### src/rtl/shift_pkg.sv
// Shared definitions for the shift-register family (serializer and deserializer).
// Bit-order constants are common to both ends so a matched pair agrees on ordering.
package shift_pkg;

  localparam int SHIFT_WIDTH_DEFAULT = 8;

  localparam bit BIT_ORDER_MSB = 1'b1;
  localparam bit BIT_ORDER_LSB = 1'b0;

  typedef enum logic {
    IDLE = 1'b0,
    RECV = 1'b1
  } shift_state_t;

endpackage

### src/rtl/sipo_deserializer_if.sv
// Serial-in / parallel-out bundle; master is the deserializer, slave is the
// bit source plus word consumer.
interface sipo_deserializer_if
  import shift_pkg::*;
#(
  parameter int WIDTH = SHIFT_WIDTH_DEFAULT
);

  logic             ser_in;
  logic             ser_valid;
  logic             ser_sync;
  logic [WIDTH-1:0] par_out;
  logic             par_valid;
  logic             par_ready;
  logic             overrun;
  logic             clr_overrun;
  logic             sync_err;
  logic             busy;

  modport master (
    input  ser_in, ser_valid, ser_sync, par_ready, clr_overrun,
    output par_out, par_valid, overrun, sync_err, busy
  );

  modport slave (
    output ser_in, ser_valid, ser_sync, par_ready, clr_overrun,
    input  par_out, par_valid, overrun, sync_err, busy
  );

endinterface

### src/rtl/word_hold_reg.sv
// One-deep valid/ready word holder; a load arriving while full and not draining
// is dropped and sets the sticky overrun flag (set beats clear).
module word_hold_reg
  import shift_pkg::*;
#(
  parameter int WIDTH = SHIFT_WIDTH_DEFAULT
) (
  input  logic             clk,
  input  logic             reset,
  input  logic             load,
  input  logic [WIDTH-1:0] load_dat,
  input  logic             drain,
  input  logic             clr_overrun,
  output logic             full,
  output logic [WIDTH-1:0] dat,
  output logic             overrun
);

  logic             full_q, full_d;
  logic [WIDTH-1:0] dat_q, dat_d;
  logic             overrun_q, overrun_d;
  logic             take, accept, drop;

  always_comb begin
    // drain only means something while a word is actually held
    take      = drain & full_q;
    accept    = load & (~full_q | take);
    drop      = load & full_q & ~take;
    full_d    = accept | (full_q & ~take);
    dat_d     = accept ? load_dat : dat_q;
    overrun_d = drop | (overrun_q & ~clr_overrun);
  end

  always_ff @(posedge clk) begin
    if (reset) begin
      full_q    <= 1'b0;
      dat_q     <= '0;
      overrun_q <= 1'b0;
    end else begin
      full_q    <= full_d;
      dat_q     <= dat_d;
      overrun_q <= overrun_d;
    end
  end

  assign full    = full_q;
  assign dat     = dat_q;
  assign overrun = overrun_q;

endmodule

### src/rtl/sipo_deserializer.sv
// Rebuilds WIDTH-bit words from a qualified bit stream; word is valid the cycle
// after its last bit. Backpressure: one held word, further completions are dropped.
module sipo_deserializer
  import shift_pkg::*;
#(
  parameter int WIDTH     = SHIFT_WIDTH_DEFAULT,
  parameter bit MSB_FIRST = BIT_ORDER_MSB
) (
  input  logic                clk,
  input  logic                reset,
  sipo_deserializer_if.master bus
);

  localparam int            CW       = $clog2(WIDTH);
  localparam logic [CW-1:0] CNT_LAST = CW'(WIDTH - 1);

  logic [WIDTH-1:0] sr_q, sr_d, shifted;
  logic [CW-1:0]    cnt_q, cnt_d, cnt_base;
  logic             sync_err_q, sync_err_d;
  logic             word_done;
  shift_state_t     state;

  always_comb begin
    state      = (cnt_q == '0) ? IDLE : RECV;
    sr_d       = sr_q;
    cnt_d      = cnt_q;
    sync_err_d = 1'b0;
    word_done  = 1'b0;
    shifted    = sr_q;
    cnt_base   = cnt_q;
    if (bus.ser_valid) begin
      if (bus.ser_sync) begin
        // restart the word with this bit as bit 0, discarding any partial word
        cnt_base   = '0;
        sync_err_d = (state == RECV);
        shifted    = (MSB_FIRST == BIT_ORDER_MSB) ? {{(WIDTH-1){1'b0}}, bus.ser_in}
                                                  : {bus.ser_in, {(WIDTH-1){1'b0}}};
      end else begin
        shifted    = (MSB_FIRST == BIT_ORDER_MSB) ? {sr_q[WIDTH-2:0], bus.ser_in}
                                                  : {bus.ser_in, sr_q[WIDTH-1:1]};
      end
      sr_d = shifted;
      if (cnt_base == CNT_LAST) begin
        word_done = 1'b1;
        cnt_d     = '0;
      end else begin
        cnt_d     = cnt_base + 1'b1;
      end
    end
  end

  always_ff @(posedge clk) begin
    if (reset) begin
      sr_q       <= '0;
      cnt_q      <= '0;
      sync_err_q <= 1'b0;
    end else begin
      sr_q       <= sr_d;
      cnt_q      <= cnt_d;
      sync_err_q <= sync_err_d;
    end
  end

  word_hold_reg #(
    .WIDTH (WIDTH)
  ) u_hold (
    .clk         (clk),
    .reset       (reset),
    .load        (word_done),
    .load_dat    (sr_d),
    .drain       (bus.par_ready),
    .clr_overrun (bus.clr_overrun),
    .full        (bus.par_valid),
    .dat         (bus.par_out),
    .overrun     (bus.overrun)
  );

  assign bus.sync_err = sync_err_q;
  assign bus.busy     = (state == RECV);

endmodule

### src/flat_wrapper.sv
// flat-port wrapper written by rule: the top's interface ports become plain ports
module sipo_deserializer_flat import shift_pkg::*;
#(
  parameter int WIDTH     = SHIFT_WIDTH_DEFAULT,
  parameter bit MSB_FIRST = BIT_ORDER_MSB
)
  (clk, reset, bus_ser_in, bus_ser_valid, bus_ser_sync, bus_par_ready, bus_clr_overrun, bus_par_out, bus_par_valid, bus_overrun, bus_sync_err, bus_busy);
  sipo_deserializer_if #(.WIDTH(WIDTH)) bus_i ();
  input  logic clk;
  input  logic reset;
  input wire logic [$bits(bus_i.ser_in)-1:0] bus_ser_in;
  input wire logic [$bits(bus_i.ser_valid)-1:0] bus_ser_valid;
  input wire logic [$bits(bus_i.ser_sync)-1:0] bus_ser_sync;
  input wire logic [$bits(bus_i.par_ready)-1:0] bus_par_ready;
  input wire logic [$bits(bus_i.clr_overrun)-1:0] bus_clr_overrun;
  output wire logic [$bits(bus_i.par_out)-1:0] bus_par_out;
  output wire logic [$bits(bus_i.par_valid)-1:0] bus_par_valid;
  output wire logic [$bits(bus_i.overrun)-1:0] bus_overrun;
  output wire logic [$bits(bus_i.sync_err)-1:0] bus_sync_err;
  output wire logic [$bits(bus_i.busy)-1:0] bus_busy;
  assign bus_i.ser_in = bus_ser_in;
  assign bus_i.ser_valid = bus_ser_valid;
  assign bus_i.ser_sync = bus_ser_sync;
  assign bus_i.par_ready = bus_par_ready;
  assign bus_i.clr_overrun = bus_clr_overrun;
  assign bus_par_out = bus_i.par_out;
  assign bus_par_valid = bus_i.par_valid;
  assign bus_overrun = bus_i.overrun;
  assign bus_sync_err = bus_i.sync_err;
  assign bus_busy = bus_i.busy;
  sipo_deserializer #(.WIDTH(WIDTH), .MSB_FIRST(MSB_FIRST)) u_core (.clk(clk), .reset(reset), .bus(bus_i));
endmodule
### config.mk
export PLATFORM = sky130hd
export DESIGN_NAME = sipo_deserializer_flat
export DESIGN_NICKNAME = d
export VERILOG_FILES = /design/src/rtl/shift_pkg.sv /design/src/rtl/sipo_deserializer_if.sv /design/src/rtl/word_hold_reg.sv /design/src/rtl/sipo_deserializer.sv /design/src/flat_wrapper.sv
export SDC_FILE = /design/constraint.sdc
export NUM_CORES = 1
export LEC_CHECK = 0
export CAP_MARGIN = 20
export CORE_UTILIZATION = 50
export DETAILED_ROUTE_END_ITERATION = 12
export PLACE_DENSITY = 0.9
export SLEW_MARGIN = 20
export SYNTH_ARGS = -nofsm -noshare
export SYNTH_HDL_FRONTEND = slang
export SYNTH_SLANG_ARGS = --single-unit
### constraint.sdc
create_clock -name clk -period 4.11 [get_ports clk]
set_input_delay 0.822 -clock clk [delete_from_list [all_inputs] [get_ports clk]]
set_output_delay 0.822 -clock clk [all_outputs]
set_load 0.01 [all_outputs]
==> results.yml <==
timing:
  hold_viol: 0
  rsz0062_at_grt: "no"
  tns_ns: 0
  worst_pin_slew_ns: 0.722
  skew_ns: 0.00346
  relSlewSlack_pct: 51.7
  holdWs_ns: 0.481
  slew_viol_final: 0
  fmax_ghz: 0.406
  fin_crit_ns: 2.46
  final.period_utilization_pct: 59.9
  setup_slack_ns: 1.65
  setup_viol: 0
critical_path:
  crit_path_max_fanout: 18
  cp.required_ns: 4.33
  cp_cell_sequence: "clkdlybuf4s50_1 -> nor2b_1 -> ha_1 -> ha_1 -> and2_1 -> nand4b_1 -> a21oi_1"
  crit_arrival_ns: 2.68
  crit_slowest_cell: "clkdlybuf4s50_1"
  critPathMaxStageDelay_ns: 0.64
  startpoint_type: "primary input"
  crit_top_cell: "ha_1"
  path_class: "in2reg"
  cp-end-kind: "flop"
routing:
  drc: 0
  via_per_inst: 5.89
  vias: 742
  wirelength_um: 1650
  drt_iter0_markers: 17
  drt_first_pass_iters: 6
  ant_nets: 0
  avgRoutedWirePerCell_um: 13.1
power:
  clkPwrFrac_pct: 29.4
  combPwrFrac_pct: 7.8
  p_per_area_nw_per_um2: 308
  power_frac_seq_pct: 62.9
  p_sw_w: 0.0000722
  max-vdd-ir-drop_v: 0.000210
  p_leak_nw: 0.368
  p_sw_share_pct: 21.9
  p_int_w: 0.000258
synthesis:
  ys_types: 19
  syn-cell-area_um2: 885
  synth-seq-cells: 21
  syn-instance-count: 96
  synth_top_family_by_area: "simple AND/OR/NAND/NOR gates"
  synth_compound_area_share_pct: 13.6
  syn_nets: 105
  synth-xor-area-share_pct: 0
  synth-simple-area-share_pct: 28.1
  ys_warn_count: 0
  synth-adder-area-share_pct: 2.83
  syn-mean-instance-area_um2: 9.21
  synth_sequential_area_ratio_pct: 47.5
  synthMuxAreaShare_pct: 3.39
grt:
  grtUsageMet1_pct: 24.7
  antenna_found_initial: 0
  met2_usage_pct: 31.2
  grt_max_degree: 22
  grt_pass1_wl_um: 2750
  grtUsageTotal_pct: 19.2
  grt_pass1_vias: 649
  top_usage_layer: "met2"
  overflow: 0
  met3_usage_pct: 4.90
layout:
  drive_gt1_share_pct: 3.64
  design_area_um2: 1070
  final_cells: 126
  layout.nets: 120
  diodes: 0
  num-fill-cells: 132
  syn_to_final_growth_pct: 21.1
cts:
  post-cts-setup-buffers: 0
  cts_tree: "done"
  cts.repair.resized: 0
  cts.clk_slew.worst_paths_ns: 0.11
  cts.sinks: 21
  clockBufferDepth: 2
  holdBufCountCts: 0
  clock-root-buffer: "clkbuf_4"
  cts_max_level: 1
  cts_buffers: 3
  insertion_delay_ns: 0.30
min_path:
  hold_path.class: "reg2reg"
run:
  cap_violations: 0
place:
  place_ws_ns: 1.37
  placed_cells: 122
  port_buffers: 18
  postPlaceCellArea_um2: 1040
  gp_congestion: 0.776
floorplan:
  fp.dieH_um: 44.1
  core_area_um2: 1580
  io-pin-count: 19
  die_w_um: 44.1
  die_area_um2: 1940
  num_rows: 14
  start_util_pct: 56.1
outcome:
  outcome: "completed"
synth_stat cells, drive strengths merged:
cell	n	area share, %
and4b	1	1.1
a21oi	16	9.1
buf	6	3.7
nor2b	5	3.5
o21ai	8	4.5
clkbuf	2	0.85
nor2	6	2.5
nor3	1	0.57
nand3b	6	5.1
ha	2	2.8
and2	1	0.71
nand3	1	0.57
nand2	2	0.85
or3	1	1.3
nand4b	7	6.9
nand2b	7	5.0
mux2i	3	3.4
dfxtp	21	48
cell families after synthesis:
kind of cell	after synthesis
AOI/OAI and AO/OA	24
adders and majority gates	2
buffers and inverters	8
DFF	21
muxes	3
and+or+nand+nor	38
worst paths after layout:
| kind | from | end | slack [ns] | cells after the start |
|---|---|---|---|---|
| worst min-delay path | u_core.u_hold.dat[6] | u_core.u_hold.dat[6] | 0.48 | 2 |
| worst max-delay path | bus_ser_sync | u_core.u_hold.dat[5] | 1.65 | 7 |
| worst max register to register | u_core.cnt_q[0] | u_core.u_hold.dat[5] | 2.51 | 6 |
| worst min register to register | u_core.u_hold.dat[6] | u_core.u_hold.dat[6] | 0.48 | 2 |
cell type report:
class | instances | area (µm²) | share of cell area (%)
sequential | 21 | 420 | 39.3
multi-input combinational | 67 | 424 | 39.6
tap | 16 | 20.0 | 1.87
clock buffer | 4 | 26.3 | 2.45
timing repair buffer | 18 | 180 | 16.8
worst max-delay path, delay by kind of cell:
| family | cells | cell delay [ns] |
|---|---|---|
| AOI/OAI and AO/OA | 1 | 0.16 |
| adders and majority gates | 2 | 0.35 |
| buffers and inverters | 1 | 0.64 |
| and+or+nand+nor | 3 | 0.70 |
cells in the final DEF (no fill, tap or decap):
cell type        count
nand3b_1             6
nor2_1               6
nor3_1               1
clkbuf_4             3
clkdlybuf4s50_1     18
mux2i_1              3
and4b_1              1
nor2b_1              5
nand2_1              2
and2_1               1
o21ai_0              8
clkbuf_1             1
nand3_1              1
ha_1                 2
nand2b_1             7
a21oi_1             16
dfxtp_1             21
nand4b_1             7
or3_4                1
power by group through the flow:
stage	combinational, W	clock, W	sequential, W
3_3_place_gp	0.0000249	0	0.000212
4_1_cts	0.0000256	0.000101	0.000207
6_report	0.0000257	0.0000969	0.000207
2_1_floorplan	0.0000151	0	0.000212
3_5_place_dp	0.0000256	0	0.000212
5_1_grt	0.0000278	0.000108	0.000208
metal layers:
metal,wire [µm],vias up
met2,804,24
met3,71,4
li1,-,365
met5,0,-
met4,20,0
met1,758,349
state kept, by name (all words and copies together) (netlist names):
name / flops
u_core.cnt_q: 3
u_core.sr_q: 7
u_core.bus.sync_err: 1
u_core.u_hold.dat: 8
u_core.u_hold.full: 1
u_core.u_hold.overrun: 1
through the flow:
step / power [W] / utilization (%)
floorplan: 0.000227 / -
global placement: 0.000237 / 66.3
detailed placement: 0.000238 / 66.3
CTS: 0.000334 / 67.9
global route: 0.000343 / 67.9
finish: 0.000330 / 67.9
Power figures use the tool's default switching activity.
